$ cat config.mk
export PLATFORM = sky130hd
export DESIGN_NAME = mc_control_unit
export DESIGN_NICKNAME = d
export VERILOG_FILES = /design/src/rtl/mc_ctrl_pkg.sv /design/src/rtl/mc_control_unit_perf_counters.sv /design/src/rtl/mc_control_unit.sv
export SDC_FILE = /design/constraint.sdc
export NUM_CORES = 1
export LEC_CHECK = 0
export BUFFER_PORTS_ARGS = -buffer_cell sky130_fd_sc_hd__buf_2
export CAP_MARGIN = 10
export CORE_MARGIN = 4
export CORE_UTILIZATION = 40
export DETAILED_ROUTE_END_ITERATION = 16
export GPL_ROUTABILITY_DRIVEN = 0
export PLACE_DENSITY = 0.74
export REMOVE_ABC_BUFFERS = 1
export SLEW_MARGIN = 20
export SYNTH_ARGS = -nofsm -noshare
export SYNTH_HDL_FRONTEND = slang
export SYNTH_SLANG_ARGS = --single-unit
$ cat constraint.sdc
create_clock -name clk -period 3.92 [get_ports clk]
set_clock_uncertainty 0.2 [all_clocks]
set_input_delay 0.588 -clock clk [delete_from_list [all_inputs] [get_ports clk]]
set_output_delay 0.588 -clock clk [all_outputs]
set_load 0.005 [all_outputs]
$ cat src/rtl/mc_ctrl_pkg.sv
// Shared definitions for the multi-cycle RV32I control unit: FSM states,
// opcode constants and datapath mux-select encodings.
package mc_ctrl_pkg;

    typedef enum logic [2:0] {
        ST_IF   = 3'd0,
        ST_ID   = 3'd1,
        ST_EX   = 3'd2,
        ST_MEM  = 3'd3,
        ST_WB   = 3'd4,
        ST_HALT = 3'd5
    } state_t;

    localparam logic [6:0] OPC_LOAD   = 7'h03;
    localparam logic [6:0] OPC_STORE  = 7'h23;
    localparam logic [6:0] OPC_OP     = 7'h33;
    localparam logic [6:0] OPC_OP_IMM = 7'h13;
    localparam logic [6:0] OPC_BRANCH = 7'h63;
    localparam logic [6:0] OPC_JAL    = 7'h6F;
    localparam logic [6:0] OPC_JALR   = 7'h67;
    localparam logic [6:0] OPC_ECALL  = 7'h73;

    localparam logic [1:0] PC_SRC_PC4    = 2'd0;
    localparam logic [1:0] PC_SRC_ALUOUT = 2'd1;
    localparam logic [1:0] PC_SRC_ALU    = 2'd2;

    localparam logic [1:0] WB_ALUOUT = 2'd0;
    localparam logic [1:0] WB_MDR    = 2'd1;
    localparam logic [1:0] WB_PC4    = 2'd2;

    localparam logic [1:0] ALU_ADD    = 2'd0;
    localparam logic [1:0] ALU_FUNCT  = 2'd1;
    localparam logic [1:0] ALU_BRANCH = 2'd2;

    // Opcodes that proceed past ID; everything else (incl. ECALL) is handled in ID.
    function automatic logic is_exec_op(input logic [6:0] op);
        return (op == OPC_LOAD)   || (op == OPC_STORE) || (op == OPC_OP) ||
               (op == OPC_OP_IMM) || (op == OPC_BRANCH) || (op == OPC_JAL) ||
               (op == OPC_JALR);
    endfunction

endpackage

$ cat src/rtl/mc_control_unit_perf_counters.sv
// Cycle and retired-instruction counters; both wrap modulo 2^CNT_W.
module perf_counters #(
    parameter int CNT_W = 32
) (
    input  logic             clk,
    input  logic             reset,
    input  logic             inc_cycle,
    input  logic             inc_retire,
    output logic [CNT_W-1:0] cycle_count,
    output logic [CNT_W-1:0] retired_count
);

    always_ff @(posedge clk) begin
        if (!reset) begin
            cycle_count   <= '0;
            retired_count <= '0;
        end else begin
            if (inc_cycle)  cycle_count   <= cycle_count + CNT_W'(1);
            if (inc_retire) retired_count <= retired_count + CNT_W'(1);
        end
    end

endmodule

$ cat src/rtl/mc_control_unit.sv
// Multi-cycle RV32I control FSM (IF/ID/EX/MEM/WB/HALT) with Moore-decoded
// datapath enables and selects, plus performance counters.
module mc_control_unit
    import mc_ctrl_pkg::*;
#(
    parameter int CNT_W         = 32,
    parameter bit MEM_HANDSHAKE = 1'b1
) (
    input  logic             clk,
    input  logic             reset,
    input  logic [6:0]       opcode,
    input  logic             is_itype,
    input  logic             halt_req,
    input  logic             bcond,
    input  logic             mem_ready,
    output logic             ir_write,
    output logic             mem_read,
    output logic             mem_write,
    output logic             i_or_d,
    output logic             reg_write,
    output logic             pc_write,
    output logic [1:0]       pc_src,
    output logic [1:0]       wb_sel,
    output logic             alu_src_a,
    output logic             alu_src_b,
    output logic [1:0]       alu_op_sel,
    output logic [2:0]       state,
    output logic             is_halted,
    output logic [CNT_W-1:0] cycle_count,
    output logic [CNT_W-1:0] retired_count
);

    state_t state_q, state_d;
    logic   rdy;
    logic   ir_we, mem_we, reg_we, pc_we, retire;

    assign rdy = MEM_HANDSHAKE ? mem_ready : 1'b1;

    always_comb begin
        state_d    = state_q;
        ir_we      = 1'b0;
        mem_read   = 1'b0;
        mem_we     = 1'b0;
        i_or_d     = 1'b0;
        reg_we     = 1'b0;
        pc_we      = 1'b0;
        pc_src     = PC_SRC_PC4;
        wb_sel     = WB_ALUOUT;
        alu_src_a  = 1'b0;
        alu_src_b  = 1'b0;
        alu_op_sel = ALU_ADD;
        retire     = 1'b0;
        case (state_q)
            ST_IF: begin
                mem_read = 1'b1;
                ir_we    = rdy;
                if (rdy) state_d = ST_ID;
            end
            ST_ID: begin
                // PC+IMM into ALUOut: branch/JAL target for the EX cycle
                alu_src_b = 1'b1;
                if (opcode == OPC_ECALL && halt_req) begin
                    state_d = ST_HALT;
                end else if (!is_exec_op(opcode)) begin
                    pc_we   = 1'b1;
                    retire  = 1'b1;
                    state_d = ST_IF;
                end else begin
                    state_d = ST_EX;
                end
            end
            ST_EX: begin
                case (opcode)
                    OPC_OP, OPC_OP_IMM: begin
                        alu_src_a  = 1'b1;
                        alu_src_b  = is_itype;
                        alu_op_sel = ALU_FUNCT;
                        state_d    = ST_WB;
                    end
                    OPC_LOAD, OPC_STORE: begin
                        alu_src_a = 1'b1;
                        alu_src_b = 1'b1;
                        state_d   = ST_MEM;
                    end
                    OPC_BRANCH: begin
                        alu_src_a  = 1'b1;
                        alu_op_sel = ALU_BRANCH;
                        pc_we      = 1'b1;
                        pc_src     = bcond ? PC_SRC_ALUOUT : PC_SRC_PC4;
                        retire     = 1'b1;
                        state_d    = ST_IF;
                    end
                    OPC_JAL: begin
                        pc_we   = 1'b1;
                        pc_src  = PC_SRC_ALUOUT;
                        reg_we  = 1'b1;
                        wb_sel  = WB_PC4;
                        retire  = 1'b1;
                        state_d = ST_IF;
                    end
                    OPC_JALR: begin
                        alu_src_a = 1'b1;
                        alu_src_b = 1'b1;
                        pc_we     = 1'b1;
                        pc_src    = PC_SRC_ALU;
                        reg_we    = 1'b1;
                        wb_sel    = WB_PC4;
                        retire    = 1'b1;
                        state_d   = ST_IF;
                    end
                    default: state_d = ST_IF;
                endcase
            end
            ST_MEM: begin
                i_or_d    = 1'b1;
                alu_src_a = 1'b1;
                alu_src_b = 1'b1;
                if (opcode == OPC_LOAD) begin
                    mem_read = 1'b1;
                    if (rdy) state_d = ST_WB;
                end else if (opcode == OPC_STORE) begin
                    mem_we = 1'b1;
                    if (rdy) begin
                        pc_we   = 1'b1;
                        retire  = 1'b1;
                        state_d = ST_IF;
                    end
                end else begin
                    state_d = ST_IF;
                end
            end
            ST_WB: begin
                reg_we  = 1'b1;
                wb_sel  = (opcode == OPC_LOAD) ? WB_MDR : WB_ALUOUT;
                pc_we   = 1'b1;
                retire  = 1'b1;
                state_d = ST_IF;
            end
            ST_HALT: state_d = ST_HALT;
            default: state_d = ST_IF;
        endcase
    end

    // Architectural writes are suppressed for the whole reset cycle.
    assign ir_write  = ir_we  & reset;
    assign mem_write = mem_we & reset;
    assign reg_write = reg_we & reset;
    assign pc_write  = pc_we  & reset;

    always_ff @(posedge clk) begin
        if (!reset) state_q <= ST_IF;
        else        state_q <= state_d;
    end

    assign state     = state_q;
    assign is_halted = (state_q == ST_HALT);

    perf_counters #(.CNT_W(CNT_W)) u_perf (
        .clk           (clk),
        .reset         (reset),
        .inc_cycle     (state_q != ST_HALT),
        .inc_retire    (retire),
        .cycle_count   (cycle_count),
        .retired_count (retired_count)
    );

endmodule

==> out/metrics.cfg <==
[timing]
max_slew_margin = 0.407
clock.fmax_ghz = 0.342
hold_violations = 0
fin_crit_ps = 2920
worst_slew_pin_slew_ps = 884
post-route-period-util = 0.745
fin_tns_setup_ps = 0
setup_viol = 0
drv_slew = 0
rsz0062_at_grt = no

[status]
status = finished, final reports clean

[floorplanning]
fp-row-count = 33
ios = 95
core_um2 = 8300
die_w_um = 101
dieArea_um2 = 10100
initial_core_util = 0.414
die_h_um = 101

[setup_path]
r2r_cells = 6
r2r-end = u_perf.retired_count[30]$_SDFFE_PN0P_
cp_num_buf_inv = 1
worstSetupEndpointType = output port
critPathKind = reg2out
crit_fanout = 13
arrival_ps = 2130
setup.worst_path.start_class = flip-flop
rrSetupSlack_ps = 1240
path_cells = nand2b_1 > nor2_1 > a32o_2 > nor3_1 > nor2_1 > buf_2
slowest_delay_ps = 570
cp_slowest_cell = dfxtp_1
cp_top_family = simple AND/OR/NAND/NOR gates
crit_required_ps = 3130
rr_startpoint = state[2]$_SDFFE_PN0P_
critPathMostFrequentCell = nor2_1

[route]
drcViolationCount = 0
vias = 3350
routed-wl-met3_um = 451
drtIter0Drc = 107
viasPerCell = 5.44
highest_layer = met4
wl_um = 8520
ant_nets = 0
route.met2.wl_um = 4160
routedWlPerCell_um = 13.8
wl_met1_um = 3780
dr.pass1.iters = 6

[clock_tree]
numCtsBuffers = 9
cts.clk_slew.worst_paths_ps = 70
cts.path.max_buffers = 2
cts_root_buffer = clkbuf_8
post_cts_buffers = 0
clk_latency_ps = 330
cts.sinks = 67
cts_hold_buf = 0
ctsResizeCount = 0
cts_max_level = 3
cts_tree = yes

[synth]
synth-seq-cells = 67
syn_avg_cell_area_um2 = 8.24
synth_warnings = 0
synth_flop_cell = dfxtp_1
syn_inst = 417
syn_area_um2 = 3430
async_flop_share = 0
seq_area_frac_synth = 0.391
yosys.cell_types.count = 51
synth_edf_count = 0

[global_route]
grt_first_pass_wirelength_um = 14600
track_usage = 0.174
grt_overflow = 0
grt_max_degree = 38
grt_antenna_before_repair = 0
grt_pass1_vias = 3207

[layout]
fin_nets = 522
n_antenna_cell = 0
final_core_util = 0.502
fill_cells = 810
final_cell_mix = buf_2 (94), dfxtp_1 (67), nor2_1 (51)
drive_gt1_frac = 0.250
synthToLayoutAreaGrowth_pct = 21.3
final_common_cell = buf_2

[min_path]
holdPathStages = 2
worstHoldStart = u_perf.retired_count[11]$_SDFFE_PN0P_
min_to = u_perf.retired_count[11]$_SDFFE_PN0P_
hp-class = reg2reg

[place]
io_buffers = 94
hpwlAfterDp_um = 6190

[power]
power_density_nw_per_um2 = 329
max-vdd-ir-drop_uv = 247
power.leakage_nw = 1.71

[job]
cap_violations = 0

[flip-flops by register name (all words and copies together) (netlist names)]
signal	cells
u_perf.cycle_count	32
u_perf.retired_count	32
state	3
[cell type report]
type	count	area [um2]	area share
clock buffer	14	183	0.0438
clock inverter	1	30.0	0.00721
inverter	12	45.0	0.0108
multi-input combinational	321	1950	0.468
sequential	67	1340	0.322
tap	105	131	0.0315
timing repair buffer	96	485	0.116
[power breakdown]
part	total, mW	switching (mW)	internal [mW]	leakage, nW
clock network	0.606	0.245	0.361	0.109
logic	0.0696	0.0434	0.0261	1.06
registers	0.694	0.00844	0.686	0.541
[worst max-delay path by stage]
| stage | startpoint | end | slack, ps | depth (start not counted) |
|---|---|---|---|---|
| floorplan | opcode[3] | u_perf.retired_count[9]$_SDFFE_PN0P_ | 1040 | 6 |
| global placement | opcode[3] | u_perf.retired_count[14]$_SDFFE_PN0P_ | 1130 | 7 |
| detailed placement | opcode[3] | u_perf.retired_count[10]$_SDFFE_PN0P_ | 1050 | 7 |
| CTS | state[2]$_SDFFE_PN0P_ | pc_write | 950 | 6 |
| global route | state[2]$_SDFFE_PN0P_ | pc_write | 770 | 6 |
| finish | state[2]$_SDFFE_PN0P_ | pc_write | 1000 | 6 |
[through the flow]
stage	cell area [um2]	setup WS [ps]	hold slack [ps]	std cells	total power [mW]
finish	4170	998	293	616	1.37
global route	4170	770	322	616	1.43
CTS	4170	949	295	616	1.39
detailed placement	3960	1050	284	601	0.779
global placement	3960	1130	264	601	0.777
floorplan	3330	1040	274	400	0.746
[layer usage]
layer	GRT usage	vias to the layer above
met5	0	-
met4	0.0705	0
met3	0.0491	14
met2	0.288	88
met1	0.212	1577
li1	-	1671
[logic make-up after synthesis]
kind of cell / after synthesis / synth area share
compound gates: 82 / 0.144
xor+xnor: 30 / 0.0765
fa+ha+maj: 2 / 0.00728
buf+inv: 29 / 0.0426
flops: 67 / 0.391
mux: 2 / 0.00583
simple gates: 205 / 0.333
[Yosys cell counts, drive strengths merged (6+ instances only)]
master,n,area share
dfxtp,67,0.39
nor2,52,0.059
a21oi,33,0.048
o21ai,29,0.042
or3,27,0.050
nand3,26,0.038
nand2,24,0.026
xor2,20,0.051
nand4,16,0.034
inv,12,0.013
nor3,12,0.022
clkbuf,10,0.020
xnor2,10,0.025
and2,9,0.016
and3,9,0.016
o31ai,8,0.019
buf,7,0.0098
nand2b,7,0.013
and4,6,0.016
or4,6,0.013
[worst min-delay path, cell delays in order, from the launching register on]
cell and delay [ps]:
dfxtp_1 330, o31ai_1 70, a21oi_1 50
Power figures use the tool's default switching activity.
